[src/rtl/serial_char_rx.sv]
// 8N1 serial character receiver: synchronizes rxd, deserializes LSB-first bytes,
// optionally folds upper-case ASCII to lower case, and flags bad stop bits.
module serial_char_rx #(
  parameter int CLKS_PER_BIT = 16,
  parameter bit FOLD_CASE    = 1'b1
) (
  input  logic       clk,
  input  logic       reset,
  input  logic       rxd,
  output logic [7:0] char_out,
  output logic       char_valid,
  output logic       frame_err,
  output logic       busy,
  output logic [2:0] state_dbg
);

  // Handshake: char_valid and frame_err are one-cycle strobes with no ready;
  // the consumer must take char_out in the cycle char_valid is high.

  localparam int H  = CLKS_PER_BIT / 2;
  localparam int CW = $clog2(CLKS_PER_BIT);
  localparam logic [CW-1:0] CNT_HALF = CW'(H - 1);
  localparam logic [CW-1:0] CNT_LAST = CW'(CLKS_PER_BIT - 1);

  typedef enum logic [2:0] {
    S_IDLE  = 3'd0,
    S_START = 3'd1,
    S_DATA  = 3'd2,
    S_STOP  = 3'd3,
    S_BREAK = 3'd4
  } state_t;

  state_t        state;
  logic [CW-1:0] cnt;
  logic [2:0]    idx;
  logic [7:0]    sh;
  logic          rxd_m;
  logic          rxd_s;

  function automatic logic [7:0] fold(input logic [7:0] x);
    if (FOLD_CASE && (x >= 8'h41) && (x <= 8'h5A)) return x + 8'h20;
    return x;
  endfunction

  // Synchronizer resets to the idle line level so reset never looks like a start bit.
  always_ff @(posedge clk or negedge reset) begin
    if (!reset) begin
      rxd_m <= 1'b1;
      rxd_s <= 1'b1;
    end else begin
      rxd_m <= rxd;
      rxd_s <= rxd_m;
    end
  end

  always_ff @(posedge clk or negedge reset) begin
    if (!reset) begin
      state      <= S_IDLE;
      cnt        <= '0;
      idx        <= '0;
      sh         <= '0;
      char_out   <= '0;
      char_valid <= 1'b0;
      frame_err  <= 1'b0;
    end else begin
      char_valid <= 1'b0;
      frame_err  <= 1'b0;
      case (state)
        S_IDLE: begin
          if (!rxd_s) begin
            state <= S_START;
            cnt   <= '0;
          end
        end
        S_START: begin
          if (cnt == CNT_HALF) begin
            cnt <= '0;
            idx <= '0;
            // A start bit that is high again at mid-bit was only a glitch.
            state <= rxd_s ? S_IDLE : S_DATA;
          end else begin
            cnt <= cnt + 1'b1;
          end
        end
        S_DATA: begin
          if (cnt == CNT_LAST) begin
            cnt     <= '0;
            sh[idx] <= rxd_s;
            if (idx == 3'd7) state <= S_STOP;
            else             idx   <= idx + 1'b1;
          end else begin
            cnt <= cnt + 1'b1;
          end
        end
        S_STOP: begin
          if (cnt == CNT_LAST) begin
            cnt <= '0;
            // Returning to idle at mid-stop lets a back-to-back start bit be caught.
            if (rxd_s) begin
              char_out   <= fold(sh);
              char_valid <= 1'b1;
              state      <= S_IDLE;
            end else begin
              frame_err <= 1'b1;
              state     <= S_BREAK;
            end
          end else begin
            cnt <= cnt + 1'b1;
          end
        end
        S_BREAK: begin
          if (rxd_s) state <= S_IDLE;
        end
        default: state <= S_IDLE;
      endcase
    end
  end

  assign busy      = (state != S_IDLE);
  assign state_dbg = state;

endmodule

[config.mk]
export PLATFORM = sky130hd
export DESIGN_NAME = serial_char_rx
export DESIGN_NICKNAME = d
export VERILOG_FILES = /design/src/rtl/serial_char_rx.sv
export SDC_FILE = /design/constraint.sdc
export NUM_CORES = 1
export LEC_CHECK = 0
export BUFFER_PORTS_ARGS = -buffer_cell sky130_fd_sc_hd__buf_2
export CORE_MARGIN = 1
export CORE_UTILIZATION = 55
export CTS_BUF_LIST = sky130_fd_sc_hd__clkbuf_8
export CTS_CLUSTER_DIAMETER = 200
export DETAILED_ROUTE_END_ITERATION = 6
export GPL_ROUTABILITY_DRIVEN = 0
export HOLD_SLACK_MARGIN = 0.05
export PLACE_DENSITY = 0.73
export RECOVER_POWER = 50
export SETUP_SLACK_MARGIN = 0.5
export SYNTH_ARGS = -nofsm -noshare
export SYNTH_HDL_FRONTEND = slang
export SYNTH_SLANG_ARGS = --single-unit
export TNS_END_PERCENT = 20
[constraint.sdc]
create_clock -name clk -period 2.1 [get_ports clk]
set_input_delay 0.105 -clock clk [delete_from_list [all_inputs] [get_ports clk]]
set_output_delay 0.105 -clock clk [all_outputs]
set_load 0.01 [all_outputs]
==> results.tsv <==
metric	value	unit
status	complete, no violations	
async_reset_ff_share	100	%
cts_root_buf	clkbuf_8	
synth_most_common_cell	dfrtp_1	
core_region_area	2500	µm²
wl_per_cell	15.6	µm
cap_violations	0	
die_area	2900	µm²
grt_pass1_vias	1008	
yosysTopAreaCell	dfrtp_1	
antenna_cells	0	
start_kind	register	
period_share	80.1	%
grt_use_met2	34.2	%
port_buffers	16	
slew_violations	0	
grt_usage	24.5	%
dr.pass1.iters	4	
clkTransAtPathRegs	0.06	ns
fillers	174	
cp_data_arrival_time	1.84	ns
wl	2.91	mm
hold_violations	0	
die_w	53.8	µm
leakage	0.864	nW
syn-instance-count	125	
cts_made_buffers	5	
ff_latch_area	757	µm²
synth_cell_types	42	
seqPwrFrac	41.3	%
synth_area	1480	µm²
irDropWorstVdd	1.05	mV
yosysTopAreaCellShare	47.5	%
ant_nets	0	
synth_commonest_cells	dfrtp_1, mux2_2, nand2_1	
multi_input_area	748	µm²
grt_pass1_wl	4.85	mm
hpwl	1.78	mm
cts_tree	built	
crit_fanout	8	
preCtsSetupSlack	0.296	ns
fmax	594	MHz
num_rows	18	
yosysSeqAreaShare	51.0	%
fin_ws	0.417	ns
cts_buffer_depth	2	
yosysWarningCount	0	
crit_type	register to register	
top_usage_layer	met2	
clkPwrFrac	27.0	%
rsz0062_at_grt	true	
internal-power	1.39	mW
antenna_found_initial	0	
setup_viol	0	
skew	0.00814	ns
start_util	59.1	%
gr-usage-met3	8.19	%
num-nets-final	163	
io_pins	17	
syn_area_per_cell	11.8	µm²
met1_usage	33.9	%
p_sw	661	µW
swShare	32.2	%
finish.instance_area	1840	µm²
clkLatencyLatePin	0.28	ns
grt.overflow.total	0	
tightest_slew	0.713	ns
end_kind	register	
drive_gt1_share	36.9	%
period_needed	1.68	ns
drc	0	
cts_sinks	30	
ys_top_cells_by_area	dfrtp_1, mux2_2, dfstp_2	
drt_iter0_markers	17	
place_area	1570	µm²
die_h	53.8	µm
maxSlewHeadroom	52.4	%
ys_ff_latch	30	
vias_per_cell	5.76	
synth_nets	132	
required	2.26	ns
hold_class	register to register	
synth_edf_count	0	
vias	1078	
fin_setup_tns	0	ns
p_per_area	1120	nW/µm²
p_comb_share	31.8	%
cts_max_level	2	
grt_max_degree	31	
ys.flop_type	dfrtp_1	
syn_to_final_growth	24.5	%
metal layers:
| metal | wire [µm] | up-vias | share of wire [%] |
|---|---|---|---|
| met1 | 1430 | 528 | 49 |
| met4 | 48 | 0 | 1.6 |
| met3 | 107 | 6 | 3.7 |
| met5 | 0 | - | 0 |
| li1 | - | 519 | - |
| met2 | 1320 | 25 | 45 |
critical path, cell delays in order, from the launching register on:
cell,delay (ns)
dfrtp_1,0.46
nor2_1,0.32
nand3_1,0.16
nor4_1,0.25
mux2_2,0.37
placed cells by master, fill, tap and decap left out, types with 4 or more instances in the layout:
cell type	n
mux2_2	12
clkbuf_1	10
nand3_1	7
nor2_1	8
o21ai_0	4
buf_2	5
buf_4	13
clkbuf_8	5
nand2_1	10
dfrtp_1	25
state kept, by name, indices dropped and copies added, names as in the netlist:
name        cells
sh              8
char_out        8
rxd_s           1
cnt             4
char_valid      1
idx             3
frame_err       1
state_dbg       3
rxd_m           1
per-stage QoR:
stage / hold WS, ns / util (%) / power (mW) / instances
after CTS: 0.361 / 72.2 / 2.00 / 184
after global routing: 0.362 / 73.5 / 2.19 / 187
after global placement: 0.169 / 62.7 / 1.34 / 165
final: 0.360 / 73.5 / 2.05 / 187
after floorplan: -0.191 / - / 1.25 / 125
after detailed placement: 0.176 / 62.7 / 1.36 / 165
logic make-up (layout without fill, tap and decap cells):
logic type	count (synthesis)	in the layout	share of synthesized area (%)
DFF	30	30	51.0
xor gates and xnor gates	1	1	0.593
AOI/OAI and AO/OA	16	16	7.97
buffers and inverters	8	40	3.64
adders and majority gates	4	4	3.39
and+or+nand+nor	47	47	18.7
muxes	19	19	14.7
repair_timing:
item | 4_1_cts | 5_1_grt
hold buffers | 2 | 0
gates resized for setup | 10 | 3
endpoints found under the setup margin | 19 | 13
hold endpoints to repair | 29 | 0
pin swaps | 3 | 3
buffers inserted | 9 | 3
worst paths after layout:
| kind | startpoint | end | slack (ns) | cells past startpoint |
|---|---|---|---|---|
| max | state_dbg[0] | sh[1] | 0.42 | 4 |
| min | rxd_m | rxd_s | 0.36 | 0 |
| max reg2reg | state_dbg[0] | sh[1] | 0.42 | 4 |
| min reg2reg | rxd_m | rxd_s | 0.36 | 0 |
| max in group asynchronous | reset | state_dbg[1] | 1.19 | 2 |
| min in group asynchronous | reset | char_valid | 0.40 | 2 |
cell type report:
type,instances,area share [%]
clock buffer,5,3.74
tap,30,2.04
clock inverter,3,2.04
timing repair buffer,31,10.1
multi-input combinational,87,40.7
sequential,30,41.2
inverter,1,0.204
power by group through the flow:
stage	clock, mW	combinational, mW	sequential, mW
final	0.554	0.652	0.847
after global routing	0.588	0.729	0.872
after CTS	0.559	0.608	0.834
after detailed placement	0	0.505	0.852
after global placement	0	0.492	0.846
after floorplan	0	0.457	0.795
Power figures use the tool's default switching activity.
